--- config.mk ---
export PLATFORM = sky130hd
export DESIGN_NAME = sar_adc_seq_wb
export DESIGN_NICKNAME = d
export VERILOG_FILES = /design/src/rtl/sar_adc_pkg.sv /design/src/rtl/sar_adc_fifo.sv /design/src/rtl/sar_adc_seq_wb.sv
export SDC_FILE = /design/constraint.sdc
export NUM_CORES = 1
export LEC_CHECK = 0
export ABC_CLOCK_PERIOD_IN_PS = 6330
export BUFFER_PORTS_ARGS = -buffer_cell sky130_fd_sc_hd__buf_2
export CAP_MARGIN = 40
export CORE_ASPECT_RATIO = 1.5
export CORE_UTILIZATION = 60
export CTS_BUF_LIST = sky130_fd_sc_hd__clkbuf_4 sky130_fd_sc_hd__clkbuf_8
export DETAILED_ROUTE_END_ITERATION = 10
export PLACE_DENSITY = 0.76
export REMOVE_ABC_BUFFERS = 1
export SLEW_MARGIN = 20
export SYNTH_ARGS = -nofsm -noshare
export SYNTH_HDL_FRONTEND = slang
export SYNTH_HIERARCHICAL = 1
export SYNTH_SLANG_ARGS = --single-unit
export TNS_END_PERCENT = 1
--- constraint.sdc ---
create_clock -name wb_clk_i -period 6.33 [get_ports wb_clk_i]
set_input_delay 0.633 -clock wb_clk_i [delete_from_list [all_inputs] [get_ports wb_clk_i]]
set_output_delay 0.633 -clock wb_clk_i [all_outputs]
set_load 0.01 [all_outputs]
--- src/rtl/sar_adc_pkg.sv ---
`default_nettype none
// ============================================================================
//  Module      : sar_adc_pkg
//  Description : Shared definitions for the SAR ADC Wishbone sequencer:
//                FSM state encoding, register word offsets, register field
//                positions and a lowest-set-bit channel search helper.
//  Revision    : 1.0  initial release
// ============================================================================
package sar_adc_pkg;

  typedef enum logic [2:0] {
    ST_IDLE    = 3'd0,
    ST_SELECT  = 3'd1,
    ST_SAMPLE  = 3'd2,
    ST_CONVERT = 3'd3,
    ST_STORE   = 3'd4,
    ST_NEXT    = 3'd5
  } state_e;

  // Word offsets, i.e. byte address bits [4:2]
  localparam logic [2:0] REG_CTRL   = 3'd0;
  localparam logic [2:0] REG_CHMASK = 3'd1;
  localparam logic [2:0] REG_STATUS = 3'd2;
  localparam logic [2:0] REG_DATA   = 3'd3;
  localparam logic [2:0] REG_IRQCFG = 3'd4;

  localparam int CTRL_EN        = 0;
  localparam int CTRL_CONT      = 1;
  localparam int CTRL_START     = 2;
  localparam int CTRL_DIV_LSB   = 8;
  localparam int STAT_BUSY      = 0;
  localparam int STAT_EMPTY     = 1;
  localparam int STAT_FULL      = 2;
  localparam int STAT_OVF       = 3;
  localparam int STAT_LEVEL_LSB = 8;
  localparam int DATA_VALID     = 31;
  localparam int DATA_CH_LSB    = 16;
  localparam int IRQ_IE         = 0;
  localparam int IRQ_THR_LSB    = 8;

  typedef struct packed {
    logic       found;
    logic [3:0] idx;
  } chsel_t;

  // Lowest set bit of mask at or above 'from'; found=0 when none remains.
  function automatic chsel_t first_set(input logic [15:0] mask, input logic [4:0] from);
    chsel_t r;
    r = '0;
    for (int i = 15; i >= 0; i--) begin
      if (mask[i] && (5'(i) >= from)) begin
        r.found = 1'b1;
        r.idx   = 4'(i);
      end
    end
    return r;
  endfunction

endpackage
`default_nettype wire

--- src/rtl/sar_adc_fifo.sv ---
`default_nettype none
// ============================================================================
//  Module      : sar_adc_fifo
//  Description : Synchronous show-ahead FIFO holding conversion results.
//                A push into a full FIFO is dropped unless a pop happens in
//                the same clock, in which case both succeed.
//  Revision    : 1.0  initial release
//  Ports       : clk_i, rst_i (async, active-high)
//                push_i/data_i   write side
//                pop_i/data_o    read side, data_o valid while !empty_o
//                level_o, full_o, empty_o  occupancy
// ============================================================================
module sar_adc_fifo #(
  parameter int WIDTH = 14,
  parameter int DEPTH = 16
) (
  input  logic                     clk_i,
  input  logic                     rst_i,
  input  logic                     push_i,
  input  logic [WIDTH-1:0]         data_i,
  input  logic                     pop_i,
  output logic [WIDTH-1:0]         data_o,
  output logic [$clog2(DEPTH):0]   level_o,
  output logic                     full_o,
  output logic                     empty_o
);

  localparam int AW = $clog2(DEPTH);

  logic [WIDTH-1:0] mem_q [DEPTH];
  logic [AW-1:0]    wr_q, rd_q;
  logic [AW:0]      level_q;
  logic             w_do_push, w_do_pop;

  assign full_o    = (level_q == (AW+1)'(DEPTH));
  assign empty_o   = (level_q == '0);
  assign level_o   = level_q;
  assign data_o    = mem_q[rd_q];
  assign w_do_pop  = pop_i & ~empty_o;
  assign w_do_push = push_i & (~full_o | w_do_pop);

  always_ff @(posedge clk_i) begin
    if (w_do_push) mem_q[wr_q] <= data_i;
  end

  always_ff @(posedge clk_i or posedge rst_i) begin
    if (rst_i) begin
      wr_q    <= '0;
      rd_q    <= '0;
      level_q <= '0;
    end else begin
      if (w_do_push) wr_q <= wr_q + 1'b1;
      if (w_do_pop)  rd_q <= rd_q + 1'b1;
      case ({w_do_push, w_do_pop})
        2'b10:   level_q <= level_q + 1'b1;
        2'b01:   level_q <= level_q - 1'b1;
        default: level_q <= level_q;
      endcase
    end
  end

endmodule
`default_nettype wire

--- src/rtl/sar_adc_seq_wb.sv ---
`default_nettype none
// ============================================================================
//  Module      : sar_adc_seq_wb
//  Description : Wishbone-slave sequencer for a SAR ADC macro. Round-robin
//                scan over a channel mask, single-shot or continuous, with a
//                result FIFO and a level interrupt.
//  Revision    : 1.0  initial release
//  Ports       : wb_clk_i, wb_rst_i (async, active-high)
//                wbs_*     Wishbone slave, 1-cycle registered ack
//                cmp_i     comparator (1 = Vin >= Vdac)
//                dac_o     DAC trial code, sample_o S/H enable
//                ch_sel_o  analog mux select, irq_o level interrupt
// ============================================================================
module sar_adc_seq_wb
  import sar_adc_pkg::*;
#(
  parameter int RES        = 10,
  parameter int NCH        = 8,
  parameter int FIFO_DEPTH = 16,
  parameter int SAMPLE_CYC = 4
) (
  input  logic                                   wb_clk_i,
  input  logic                                   wb_rst_i,
  input  logic                                   wbs_cyc_i,
  input  logic                                   wbs_stb_i,
  input  logic                                   wbs_we_i,
  input  logic [3:0]                             wbs_sel_i,
  input  logic [31:0]                            wbs_adr_i,
  input  logic [31:0]                            wbs_dat_i,
  output logic [31:0]                            wbs_dat_o,
  output logic                                   wbs_ack_o,
  input  logic                                   cmp_i,
  output logic [RES-1:0]                         dac_o,
  output logic                                   sample_o,
  output logic [((NCH > 1) ? $clog2(NCH) : 1)-1:0] ch_sel_o,
  output logic                                   irq_o
);

  localparam int CHW = (NCH > 1) ? $clog2(NCH) : 1;
  localparam int BW  = (RES > 1) ? $clog2(RES) : 1;
  localparam int LW  = $clog2(FIFO_DEPTH) + 1;
  localparam int FW  = 4 + RES;

  // Register file
  logic           ack_q, en_q, cont_q, start_q, ovf_q, ie_q;
  logic [31:0]    dat_q;
  logic [7:0]     clkdiv_q, thresh_q;
  logic [NCH-1:0] chmask_q;

  // Sequencer state
  state_e         state_q, state_d;
  logic [3:0]     ch_q, ch_d;
  logic [7:0]     cnt_q, cnt_d, div_q, div_d;
  logic [BW-1:0]  bit_q, bit_d;
  logic [RES-1:0] sar_q, sar_d;

  logic           w_acc, w_wr, w_rd, w_pop, w_push, w_set_ovf, w_tick;
  logic [2:0]     w_adr;
  logic [31:0]    w_rdata;
  logic [15:0]    w_mask16, w_mask_wr16;
  logic [FW-1:0]  w_fifo_dout;
  logic [LW-1:0]  w_level;
  logic           w_full, w_empty;
  logic [7:0]     w_thr_eff;
  chsel_t         w_first, w_next;

  // --------------------------------------------------------------------------
  // Wishbone decode
  // --------------------------------------------------------------------------
  assign w_acc = wbs_cyc_i & wbs_stb_i & ~ack_q;
  assign w_wr  = w_acc & wbs_we_i;
  assign w_rd  = w_acc & ~wbs_we_i;
  assign w_adr = wbs_adr_i[4:2];
  assign w_pop = w_rd & (w_adr == REG_DATA) & ~w_empty;

  always_comb begin
    w_mask16              = '0;
    w_mask16[NCH-1:0]     = chmask_q;
    w_mask_wr16[7:0]      = wbs_sel_i[0] ? wbs_dat_i[7:0]  : w_mask16[7:0];
    w_mask_wr16[15:8]     = wbs_sel_i[1] ? wbs_dat_i[15:8] : w_mask16[15:8];
  end

  always_comb begin
    w_rdata = '0;
    case (w_adr)
      REG_CTRL: begin
        w_rdata[CTRL_EN]             = en_q;
        w_rdata[CTRL_CONT]           = cont_q;
        w_rdata[CTRL_DIV_LSB +: 8]   = clkdiv_q;
      end
      REG_CHMASK: w_rdata[NCH-1:0] = chmask_q;
      REG_STATUS: begin
        w_rdata[STAT_BUSY]           = (state_q != ST_IDLE);
        w_rdata[STAT_EMPTY]          = w_empty;
        w_rdata[STAT_FULL]           = w_full;
        w_rdata[STAT_OVF]            = ovf_q;
        w_rdata[STAT_LEVEL_LSB +: 8] = 8'(w_level);
      end
      REG_DATA: begin
        if (!w_empty) begin
          w_rdata[DATA_VALID]         = 1'b1;
          w_rdata[DATA_CH_LSB +: 4]   = w_fifo_dout[FW-1 -: 4];
          w_rdata[RES-1:0]            = w_fifo_dout[RES-1:0];
        end
      end
      REG_IRQCFG: begin
        w_rdata[IRQ_IE]              = ie_q;
        w_rdata[IRQ_THR_LSB +: 8]    = thresh_q;
      end
      default: w_rdata = '0;
    endcase
  end

  // A drop only counts as overflow when no pop frees a slot in the same clock.
  assign w_set_ovf = w_push & w_full & ~w_pop;

  always_ff @(posedge wb_clk_i or posedge wb_rst_i) begin
    if (wb_rst_i) begin
      ack_q    <= 1'b0;
      dat_q    <= '0;
      en_q     <= 1'b0;
      cont_q   <= 1'b0;
      start_q  <= 1'b0;
      clkdiv_q <= '0;
      chmask_q <= '0;
      ovf_q    <= 1'b0;
      ie_q     <= 1'b0;
      thresh_q <= '0;
    end else begin
      ack_q   <= w_acc;
      dat_q   <= w_rd ? w_rdata : '0;
      start_q <= 1'b0;
      if (w_set_ovf)
        ovf_q <= 1'b1;
      else if (w_wr && (w_adr == REG_STATUS) && wbs_sel_i[0] && wbs_dat_i[STAT_OVF])
        ovf_q <= 1'b0;
      if (w_wr) begin
        case (w_adr)
          REG_CTRL: begin
            if (wbs_sel_i[0]) begin
              en_q    <= wbs_dat_i[CTRL_EN];
              cont_q  <= wbs_dat_i[CTRL_CONT];
              start_q <= wbs_dat_i[CTRL_START];
            end
            if (wbs_sel_i[1]) clkdiv_q <= wbs_dat_i[CTRL_DIV_LSB +: 8];
          end
          REG_CHMASK: chmask_q <= w_mask_wr16[NCH-1:0];
          REG_IRQCFG: begin
            if (wbs_sel_i[0]) ie_q     <= wbs_dat_i[IRQ_IE];
            if (wbs_sel_i[1]) thresh_q <= wbs_dat_i[IRQ_THR_LSB +: 8];
          end
          default: ;
        endcase
      end
    end
  end

  assign wbs_ack_o = ack_q;
  assign wbs_dat_o = dat_q;

  // --------------------------------------------------------------------------
  // Sequencer
  // --------------------------------------------------------------------------
  // >= rather than == so a CLKDIV lowered mid-count ticks at once.
  assign w_tick = (state_q != ST_IDLE) && (div_q >= clkdiv_q);

  always_ff @(posedge wb_clk_i or posedge wb_rst_i) begin
    if (wb_rst_i) begin
      state_q <= ST_IDLE;
      ch_q    <= '0;
      cnt_q   <= '0;
      div_q   <= '0;
      bit_q   <= '0;
      sar_q   <= '0;
    end else begin
      state_q <= state_d;
      ch_q    <= ch_d;
      cnt_q   <= cnt_d;
      div_q   <= div_d;
      bit_q   <= bit_d;
      sar_q   <= sar_d;
    end
  end

  always_comb begin
    state_d = state_q;
    ch_d    = ch_q;
    cnt_d   = cnt_q;
    bit_d   = bit_q;
    sar_d   = sar_q;
    div_d   = w_tick ? '0 : div_q + 8'd1;
    w_push  = 1'b0;
    w_first = first_set(w_mask16, 5'd0);
    w_next  = first_set(w_mask16, {1'b0, ch_q} + 5'd1);
    case (state_q)
      ST_IDLE: begin
        div_d = '0;
        if (start_q && en_q && w_first.found) begin
          state_d = ST_SELECT;
          ch_d    = w_first.idx;
        end
      end
      ST_SELECT: begin
        if (w_tick) begin
          state_d = ST_SAMPLE;
          cnt_d   = '0;
        end
      end
      ST_SAMPLE: begin
        if (w_tick) begin
          if (cnt_q == 8'(SAMPLE_CYC - 1)) begin
            state_d = ST_CONVERT;
            bit_d   = BW'(RES - 1);
            sar_d   = '0;
          end else begin
            cnt_d = cnt_q + 8'd1;
          end
        end
      end
      ST_CONVERT: begin
        if (w_tick) begin
          sar_d[bit_q] = cmp_i;
          if (bit_q == '0) state_d = ST_STORE;
          else             bit_d   = bit_q - 1'b1;
        end
      end
      ST_STORE: begin
        // Single-clock states restart the divider so SELECT settles a full tick.
        div_d   = '0;
        w_push  = 1'b1;
        state_d = ST_NEXT;
      end
      ST_NEXT: begin
        div_d = '0;
        if (w_next.found) begin
          state_d = ST_SELECT;
          ch_d    = w_next.idx;
        end else if (cont_q && w_first.found) begin
          state_d = ST_SELECT;
          ch_d    = w_first.idx;
        end else begin
          state_d = ST_IDLE;
        end
      end
      default: state_d = ST_IDLE;
    endcase
    // Dropping EN abandons whatever is in flight; FIFO contents stay.
    if (!en_q && (state_q != ST_IDLE)) begin
      state_d = ST_IDLE;
      w_push  = 1'b0;
      div_d   = '0;
    end
  end

  sar_adc_fifo #(
    .WIDTH (FW),
    .DEPTH (FIFO_DEPTH)
  ) u_fifo (
    .clk_i   (wb_clk_i),
    .rst_i   (wb_rst_i),
    .push_i  (w_push),
    .data_i  ({ch_q, sar_q}),
    .pop_i   (w_pop),
    .data_o  (w_fifo_dout),
    .level_o (w_level),
    .full_o  (w_full),
    .empty_o (w_empty)
  );

  assign dac_o    = (state_q == ST_CONVERT) ? (sar_q | ({{(RES-1){1'b0}}, 1'b1} << bit_q)) : '0;
  assign sample_o = (state_q == ST_SAMPLE);
  assign ch_sel_o = (state_q != ST_IDLE) ? ch_q[CHW-1:0] : '0;

  assign w_thr_eff = (thresh_q == 8'd0) ? 8'd1 : thresh_q;
  assign irq_o     = ie_q & ((8'(w_level) >= w_thr_eff) | ovf_q);

  logic unused_ok;
  assign unused_ok = ^{wbs_adr_i[31:5], wbs_adr_i[1:0], wbs_dat_i, wbs_sel_i, w_mask_wr16, ch_q};

endmodule
`default_nettype wire
==> results of run 1 <==
stage by stage:
| step | cells | instance area (um2) |
|---|---|---|
| after floorplan | 940 | 14200 |
| after global placement | 1326 | 14900 |
| after detailed placement | 1326 | 14900 |
| after CTS | 1409 | 15800 |
| after global routing | 1415 | 15900 |
| final | 1415 | 15900 |
power by group through the flow:
stage / registers, mW / clock network (mW) / logic, mW
after floorplan: 2.47 / 0 / 0.395
after global placement: 2.47 / 0 / 0.545
after detailed placement: 2.48 / 0 / 0.556
after CTS: 2.44 / 1.59 / 0.557
after global routing: 2.39 / 1.67 / 0.692
final: 2.38 / 1.55 / 0.626
worst max path at each step:
stage | from | endpoint | slack [ns] | cells after the start
after floorplan | u_fifo/rd_q[0] | wbs_dat_o[8] | 2.63 | 7
after global placement | wbs_adr_i[3] | u_fifo/mem_q[0][5] | 1.96 | 8
after detailed placement | wbs_adr_i[3] | u_fifo/mem_q[0][5] | 1.92 | 8
after CTS | u_fifo/level_o[3] | u_fifo/mem_q[2][5] | 2.45 | 10
after global routing | u_fifo/level_o[1] | u_fifo/mem_q[2][5] | 2.16 | 10
final | u_fifo/level_o[3] | u_fifo/mem_q[2][5] | 2.42 | 10
per-layer routing:
layer,routed length [um],global-route usage [%],vias to the layer above
met5,0,0,-
met4,1180,11.3,0
met3,1260,3.95,76
met2,16400,47.4,211
met1,11100,30.3,4222
li1,-,-,3856
registers in the layout, indices dropped and copies added, names as in the netlist:
name	cells
ch_q	3
sar_q	10
chmask_q	8
wbs_ack_o	1
clkdiv_q	8
en_q	1
ovf_q	1
cont_q	1
u_fifo/rd_q	4
cnt_q	8
u_fifo/wr_q	4
u_fifo/mem_q	224
thresh_q	8
ie_q	1
start_q	1
div_q	8
state_q	3
wbs_dat_o	21
u_fifo/level_o	5
bit_q	4
logic make-up (layout without fill, tap and decap cells):
family          count (synthesis)  after routing  share of synthesized area [%]
flops                         324            324                           64.4
simple gates                  234            234                           8.53
compound gates                166            166                           8.12
mux                           100            100                           12.1
buf+inv                        88            201                           2.92
fa+ha+maj                      32             32                           2.85
xor+xnor                       16             16                          0.979
other cells                     1             27                         0.0262
cell type report:
type	instances	share of cell area, %
sequential	324	58.0
multi-input combinational	575	30.0
clock buffer	65	4.92
timing repair buffer	77	3.08
tap	315	2.48
clock inverter	18	0.519
inverter	41	0.975
critical path, delay by kind of cell (launching register included):
family / cells / cell delay (ns)
simple gates: 7 / 2.70
flops: 1 / 0.51
buf+inv: 3 / 0.31
cell usage in the layout (no fill, tap or decap), types with 6 or more instances in the layout:
master    synthesis  routed
clkbuf_8          0      47
clkinv_1          0      10
o21ai_1           9       9
edfxtp_1        224     224
mux2i_1          15      15
and3_1           18      18
a22o_1           12      12
inv_1            41      40
mux2_2           29      29
nand2b_1         15      15
a22oi_1          37      37
buf_4            11       8
nor2_1           51      51
clkinv_2          0       7
and2_1           28      28
dfrtp_1         100      98
conb_1            1      27
a21oi_1          21      21
clkbuf_4          0      18
o21ai_0          30      30
ha_1             31      31
buf_2            11      63
xor2_1            6       6
mux4_2           56      56
o21a_1            9       9
nor3_1           10      10
nor2b_1          11      11
nand2_1          52      52
nand3_1          25      25
xnor2_1          10      10
==> impl_metrics.csv, run 1 <==
group,metric,value,unit
yosys,syn_area,0.0143,mm2
clock_tree,cts_sinks,324,
yosys,yosys_register_bits,324,
yosys,ys_top_cells_by_area,"edfxtp_1 47%, dfrtp_1 17%, mux4_2 8.8%",
floorplan,core,0.0232,mm2
yosys,netlist_instances,961,
timing,setup_viol,0,
grt,grt_pass1_wl,47.2,mm
route,first_iter_violations,590,
floorplan,fp.dieW,128,um
placement,port_buffers,63,
floorplan,io_pins,122,
finish,fin_util,68.5,%
route,vias,8365,
job,drv_cap,0,
yosys,seq_area_frac_synth,64.4,%
route,viasPerCell,5.91,
power_and_ir_drop,p_leak,6.38,nW
timing,fmax,0.256,GHz
route,ant_nets,0,
finish,register_area,0.00923,mm2
power_and_ir_drop,power.internal,3.37,mW
power_and_ir_drop,finalPower,4.56,mW
timing,relSlewSlack,43.5,%
finish,multi_input_area,0.00477,mm2
yosys,synth_common_cells,"224 x edfxtp_1, 100 x dfrtp_1, 56 x mux4_2, 52 x nand2_1, 51 x nor2_1",
timing,skew,0.0183,ns
grt,grt_usage,26.0,%
placement,dp_hpwl,20.5,mm
setup_path,r2r_end,"u_fifo/mem_q[2][5]",
power_and_ir_drop,power.density,286,mW/mm2
placement,finalWeightedCongestion,0.868,
timing,layout_setup_ws,2.42,ns
clock_tree,cts_made_buffers,45,
setup_path,critical-path-top-cell-by-count,"inv_1",
setup_path,worstRegToRegCells,10,
setup_path,worstSetupPathType,"register to register",
outcome,outcome,"completed",
yosys,async_flop_share,30.9,%
yosys,yosysUniqueCellTypes,70,
setup_path,cp_slowest_cell,"and2_1",
placement,dpl_worst_slack,1.92,ns
yosys,synth_top_area_cell,"edfxtp_1",
grt,grt_max_degree,66,
timing,holdWs,0.0522,ns
setup_path,critical_path.max_stage_delay,0.74,ns
clock_tree,cts_setup_buffers,0,
clock_tree,postCtsHoldBufs,0,
setup_path,rr_startpoint,"u_fifo/level_o[3]",
yosys,ys.warnings.count,6,
route,drt-pass1-iter-count,4,
floorplan,dieArea,0.0245,mm2
floorplan,std_cell_rows,68,
floorplan,start_util,61.7,%
grt,grt_pass1_vias,8723,
setup_path,crit_arrival,4.09,ns
clock_tree,ctsResizeCount,0,
clock_tree,cts-htree-levels,2,
timing,grt_setup_unrepaired,"no",
finish,nets,1170,
power_and_ir_drop,power_frac_comb,13.7,%
clock_tree,cts_tree,"built",
setup_path,critPathCaptureType,"register",
yosys,syn_area_per_cell,14.9,um2
floorplan,die_h,191,um
finish,drive_above_1_share,22.9,%
grt,antenna_found_initial,0,
setup_path,critPathLaunchType,"register",
setup_path,worstPathRequired,6.52,ns
worst_hold_path,min_path_type,"input pin to asynchronous set/reset pin",
timing,hold_violations,0,
clock_tree,clock_latency,0.57,ns
timing,period_share,61.7,%
finish,area.growth.synth_to_final,11.1,%
power_and_ir_drop,p_seq_share,52.2,%
yosys,synth_flop_cell,"edfxtp_1",
route,drc_errors,0,
yosys,synth_edf_count,224,
timing,worstMarginPinSlew,0.848,ns
yosys,yosysMostFrequentCell,"edfxtp_1",
finish,fillers,1583,
power_and_ir_drop,ir_worst_vdd,237,uV
setup_path,reg2reg_setup_slack,2.42,ns
yosys,synth_top_area_share,47.0,%
finish,diodes,0,
power_and_ir_drop,netSwitchingFraction,26.0,%
route,finalWirelength,30.0,mm
setup_path,worstPathMaxFanout,14,
setup_path,path_cells,"nor4_4, nand2b_1, inv_1, inv_1, and3_1, and2_1, inv_1, nand3_1, nor4bb_1, and2_1",
timing,period_needed,3.91,ns
clock_tree,cts-root-buf,"clkbuf_8",
route,wl_per_cell,21.2,um
timing,maxSlewViolCount,0,
power_and_ir_drop,clkPwrFrac,34.0,%
timing,tns,0,ns
clock_tree,cts_max_path_buffers,3,
power_and_ir_drop,p_sw,1.18,mW
clock_tree,cts.reportedPaths.clkPinSlew,0.07,ns
grt,gr-total-overflow,0,
(Power assumes the default switching activity.)
==> inputs of run 2 (changes only) <==
Settings changed: ABC_CLOCK_PERIOD_IN_PS 6330 to 3600.
Clock period 6.33 ns to 3.6 ns, I/O delays scaled along.
==> run 2 against run 1 <==
  * Clock power up 88%
  * Total power up 80%
  * Hold slack worse by 0.018 ns
  * Critical endpoint is now u_fifo/level_o[4]
  * Clock skew down 0.0042 ns
  * Largest power group unchanged
  * Utilization up 1.1 points
  * Final area up 1.6%
  * Register-to-register slack worse by 1.9 ns
==> impl_metrics.csv, run 2 (same netlist as run 1, synthesis figures left out) <==
group,metric,value,unit
timing,worstMarginPinSlew,0.777,ns
floorplan,die_h,191,um
route,met1_length,11.0,mm
placement,port_buffers,63,
route,wl_per_cell,20.9,um
clock_tree,cts_max_path_buffers,3,
finish,diodes,0,
floorplan,start_util,61.7,%
route,vias,8515,
clock_tree,cts_tree,"built",
route,drt-pass1-iter-count,5,
grt,grt_pass1_vias,9061,
setup_path,worstPathRequired,4.09,ns
finish,top_register,"u_fifo/mem_q",
timing,period_share,86.7,%
setup_path,path_cells,"nand2b_1, inv_1, inv_1, and3_1, and2_1, o21ai_2, or2_2, fa_1, nand2b_1, a211o_1, o31a_1, o211ai_1",
route,first_iter_violations,497,
grt,antenna_found_initial,0,
grt,grt_pass1_wl,47.8,mm
setup_path,critPathCaptureType,"register",
timing,fmax,0.320,GHz
placement,finalWeightedCongestion,0.877,
setup_path,critPathLaunchType,"register",
timing,skew,0.0142,ns
finish,nets,1198,
finish,fillers,1517,
power_and_ir_drop,power.density,507,mW/mm2
worst_hold_path,min_path_type,"input pin to register",
timing,holdWs,0.0338,ns
floorplan,dieArea,0.0245,mm2
timing,hold_violations,0,
timing,tns,0,ns
route,viasPerCell,5.91,
finish,fin_util,69.6,%
setup_path,worstPathMaxFanout,10,
clock_tree,cts.reportedPaths.clkPinSlew,0.07,ns
grt,grt_max_degree,53,
finish,drive_above_1_share,24.7,%
clock_tree,cts-htree-levels,2,
finish,final_cell_mix,"224 x edfxtp_1, 98 x dfrtp_1, 63 x buf_2",
route,wl_met2,16.6,mm
finish,layout_commonest_cell,"edfxtp_1",
floorplan,std_cell_rows,68,
timing,setup_viol,0,
power_and_ir_drop,ir_worst_vdd,419,uV
grt,gr-total-overflow,0,
job,drv_cap,0,
finish,area.growth.synth_to_final,12.9,%
timing,period_needed,3.12,ns
clock_tree,cts-root-buf,"clkbuf_8",
clock_tree,cts_sinks,324,
setup_path,cp_slowest_cell,"dfrtp_1",
placement,dpl_worst_slack,0.492,ns
setup_path,critical_path.max_stage_delay,0.54,ns
finish,largest_reg_flops,224,
timing,relSlewSlack,47.8,%
route,ant_nets,0,
floorplan,io_pins,122,
clock_tree,clock_latency,0.57,ns
placement,dp_hpwl,20.8,mm
route,wl_met3,1.45,mm
floorplan,core,0.0232,mm2
placement,dp_cells,1353,
power_and_ir_drop,p_leak,6.62,nW
setup_path,worstSetupPathType,"register to register",
route,top_layer_used,"met4",
outcome,outcome,"completed",
route,drc_errors,0,
timing,maxSlewViolCount,0,
timing,grt_setup_unrepaired,"no",
grt,grt_usage,26.2,%
floorplan,fp.dieW,128,um
route,finalWirelength,30.1,mm
setup_path,crit_arrival,3.61,ns
timing,layout_setup_ws,0.479,ns
finish,layoutNonFillerInstCount,1441,
clock_tree,cts_made_buffers,45,
==> run 2: path summary, 6_finish.rpt <==
| check | startpoint | to | slack, ns | cells past startpoint |
|---|---|---|---|---|
| worst max-delay path | u_fifo/level_o[4] | u_fifo/level_o[4] | 0.48 | 12 |
| worst min-delay path | wbs_dat_i[13] | clkdiv_q[5] | 0.03 | 2 |
| worst max register to register | u_fifo/level_o[4] | u_fifo/level_o[4] | 0.48 | 12 |
| worst min register to register | cnt_q[7] | cnt_q[7] | 0.49 | 1 |
| max in group asynchronous | wb_rst_i | state_q[2] | 2.44 | 4 |
| min in group asynchronous | wb_rst_i | u_fifo/level_o[2] | 0.40 | 3 |
==> run 2: report_power, final <==
part | switching (mW) | internal, mW | total (mW)
Clock | 1.38 | 1.55 | 2.92
Sequential | 0.221 | 4.02 | 4.25
Combinational | 0.526 | 0.508 | 1.03
Total | 2.12 | 6.08 | 8.20
==> run 2: worst max-delay path, delay by kind of cell, from the launching register on <==
family	cells	cell delay (ns)
adder cells (fa/ha/maj)	1	0.42
AND/OR/NAND/NOR	5	1.20
AO/OA/AOI/OAI	4	0.69
flip-flops	1	0.54
buffers and inverters	2	0.20
==> run 2: metrics by stage <==
step	power [mW]	cell area [um2]
6_report	8.20	16200
5_1_grt	8.53	16200
4_1_cts	8.27	16200
3_5_place_dp	5.36	15200
3_3_place_gp	5.34	15100
2_1_floorplan	5.02	14200
==> run 2: routing by layer <==
metal,GRT usage [%],vias up
met5,0,-
met3,4.67,77
met4,12.2,0
li1,-,3917
met2,47.7,260
met1,29.8,4261
==> run 2: final cells by class <==
class                           instances  area (um2)  area share, %
Clock buffer                           61         771           4.77
Multi-Input combinational cell        575        4770           29.5
Timing Repair Buffer                  105         688           4.26
Sequential cell                       324        9230           57.1
Inverter                               41         155          0.960
Clock inverter                         20         153          0.944
Tap cell                              315         394           2.44
==> run 2: what timing repair did <==
action	4_1_cts	5_1_grt
gates resized for setup	0	0
hold buffers	6	0
hold endpoints to repair	53	0
setup buffers	0	0
==> inputs of run 3 (changes only) <==
Settings changed: CTS_BUF_LIST sky130_fd_sc_hd__clkbuf_4 sky130_fd_sc_hd__clkbuf_8 to default, MAX_ROUTING_LAYER from default to met4.
==> run 3 against run 2 <==
  * Setup slack improved by 0.016 ns
  * Clock power rose by 5%
  * Sequential share of layout area rose by 0.11 points
  * Flip-flop and latch count stayed put
  * Largest power group unchanged
  * Final area down 0.19%
  * Wire length is 0.81% lower
==> impl_metrics.csv, run 3 (same netlist as run 1, synthesis figures left out) <==
group,metric,value,unit
finish,fin_util,69.5,%
timing,period_needed,3.11,ns
power_and_ir_drop,p_seq_share,50.9,%
grt,grt-busiest-layer,"met2",
grt,use_met3,2.99,%
clock_tree,clock_latency,0.54,ns
grt,gr-total-overflow,0,
route,drt-pass1-iter-count,5,
setup_path,path_cells,"nand2b_1, inv_1, inv_1, and3_1, and2_1, o21ai_2, or2_2, fa_1, nand2b_1, a211o_1, o31a_1, o211ai_1",
setup_path,worstSetupPathType,"register to register",
grt,grt_pass1_vias,8688,
setup_path,crit_arrival,3.57,ns
timing,holdWs,0.0560,ns
floorplan,io_pins,122,
timing,worstMarginPinSlew,0.847,ns
finish,area.growth.synth_to_final,12.7,%
finish,layoutNonFillerInstCount,1406,
placement,dp_hpwl,20.8,mm
setup_path,critical_path.max_stage_delay,0.54,ns
placement,dpl_worst_slack,0.492,ns
setup_path,rr_startpoint,"u_fifo/level_o[4]",
timing,skew,0.0190,ns
route,first_iter_violations,531,
floorplan,dieArea,0.0245,mm2
route,wl_per_cell,21.3,um
route,vias,8371,
clock_tree,cts-htree-levels,1,
power_and_ir_drop,netSwitchingFraction,24.4,%
finish,fillers,1512,
setup_path,cp_top_family,"simple AND/OR/NAND/NOR gates",
setup_path,worstPathMaxFanout,10,
clock_tree,cts-root-buf,"clkbuf_16",
clock_tree,cts_sinks,324,
timing,maxSlewViolCount,0,
finish,fin_area,0.0161,mm2
setup_path,critPathCaptureType,"register",
grt,met1_usage,30.1,%
clock_tree,cts.reportedPaths.clkPinSlew,0.07,ns
timing,setup_viol,0,
finish,final_cell_mix,"224 x edfxtp_1, 98 x dfrtp_1, 63 x buf_2",
clock_tree,ctsResizeCount,0,
power_and_ir_drop,p_sw,2.03,mW
power_and_ir_drop,power.internal,6.30,mW
placement,finalWeightedCongestion,0.891,
power_and_ir_drop,clkPwrFrac,36.8,%
floorplan,core,0.0232,mm2
clock_tree,cts_tree,"built",
timing,hold_violations,0,
route,viasPerCell,5.95,
route,drc_errors,0,
finish,drive_above_1_share,22.3,%
clock_tree,cts_max_path_buffers,3,
finish,diodes,0,
timing,fmax,0.322,GHz
floorplan,std_cell_rows,68,
grt,antenna_found_initial,0,
timing,relSlewSlack,43.1,%
power_and_ir_drop,power_frac_comb,12.3,%
power_and_ir_drop,ir_worst_vdd,471,uV
clock_tree,cts_made_buffers,28,
power_and_ir_drop,p_leak,6.56,nW
worst_hold_path,min_path_type,"input pin to register",
worst_hold_path,hp-start,"wbs_dat_i[2]",
floorplan,die_h,191,um
grt,grt_usage,26.5,%
floorplan,fp.dieW,128,um
timing,period_share,86.3,%
setup_path,startpoint,"u_fifo/level_o[4]",
placement,dp_cells,1353,
timing,grt_setup_unrepaired,"no",
grt,use_met2,47.7,%
grt,grt_pass1_wl,46.9,mm
finish,nets,1176,
timing,layout_setup_ws,0.494,ns
job,drv_cap,0,
placement,place_area,0.0152,mm2
route,finalWirelength,29.9,mm
finish,layout_commonest_cell,"edfxtp_1",
setup_path,path_buf_inv,2,
outcome,outcome,"completed",
route,ant_nets,0,
setup_path,worstPathRequired,4.06,ns
setup_path,cp_slowest_cell,"dfrtp_1",
placement,port_buffers,63,
grt,grt_max_degree,53,
finish,top_register,"u_fifo/mem_q",
floorplan,start_util,61.7,%
power_and_ir_drop,power.density,517,mW/mm2
setup_path,critPathLaunchType,"register",
finish,largest_reg_flops,224,
==> run 3: cell count changes in the layout (fill, tap and decap cells not counted), moves of 2 or more <==
cell	change
clkbuf_16	+29
clkbuf_1	+4
clkbuf_8	-49
bufinv_16	+2
dlygate4sd3_1	-5
clkinv_2	-7
inv_6	-2
clkbuf_4	-11
clkinv_4	+2
==> run 3: worst paths after layout <==
check	cells past startpoint	slack (ns)	endpoint
worst max-delay path	12	0.49	u_fifo/level_o[4]
worst min-delay path	3	0.06	start_q
worst max register to register	12	0.49	u_fifo/level_o[4]
worst min register to register	1	0.47	cnt_q[7]
max in group asynchronous	4	2.42	sar_q[0]
min in group asynchronous	3	0.43	u_fifo/wr_q[0]
==> run 3: per-stage QoR <==
step | setup TNS, ns | power [mW]
2_1_floorplan | -0.320 | 5.02
3_3_place_gp | 0 | 5.34
3_5_place_dp | 0 | 5.36
4_1_cts | 0 | 8.40
5_1_grt | 0 | 8.65
6_report | 0 | 8.34
==> run 3: repair_timing <==
item                      CTS  global route
hold buffers                1             0
hold endpoints to repair   48             0
setup buffers               0             0
==> run 3: final cells by class <==
type / instances / area [um2] / share of cell area (%)
repair buffers: 100 / 638 / 3.95
flip-flops and latches: 324 / 9230 / 57.2
multi-input cells: 575 / 4770 / 29.6
inverters: 41 / 155 / 0.962
clock buffers: 34 / 754 / 4.68
clock inverters: 17 / 189 / 1.17
well taps: 315 / 394 / 2.44
==> run 3: per-layer routing <==
metal / part of all wire, % / vias up
li1: - / 3860
met1: 37 / 4191
met2: 54 / 246
met3: 4.5 / 74
met4: 3.5 / 0
met5: 0 / -
==> run 3: power by group through the flow <==
stage	logic (mW)	clock network (mW)	registers (mW)
2_1_floorplan	0.680	0	4.34
3_3_place_gp	1.02	0	4.32
3_5_place_dp	1.03	0	4.32
4_1_cts	1.04	3.11	4.25
5_1_grt	1.14	3.24	4.27
6_report	1.03	3.07	4.24
==> run 3: worst register-to-register path, delay by kind of cell (launching register included) <==
family	cells	cell delay, ns
AO/OA/AOI/OAI	4	0.68
flip-flops	1	0.54
AND/OR/NAND/NOR	5	1.20
buffers and inverters	2	0.20
adder cells (fa/ha/maj)	1	0.42
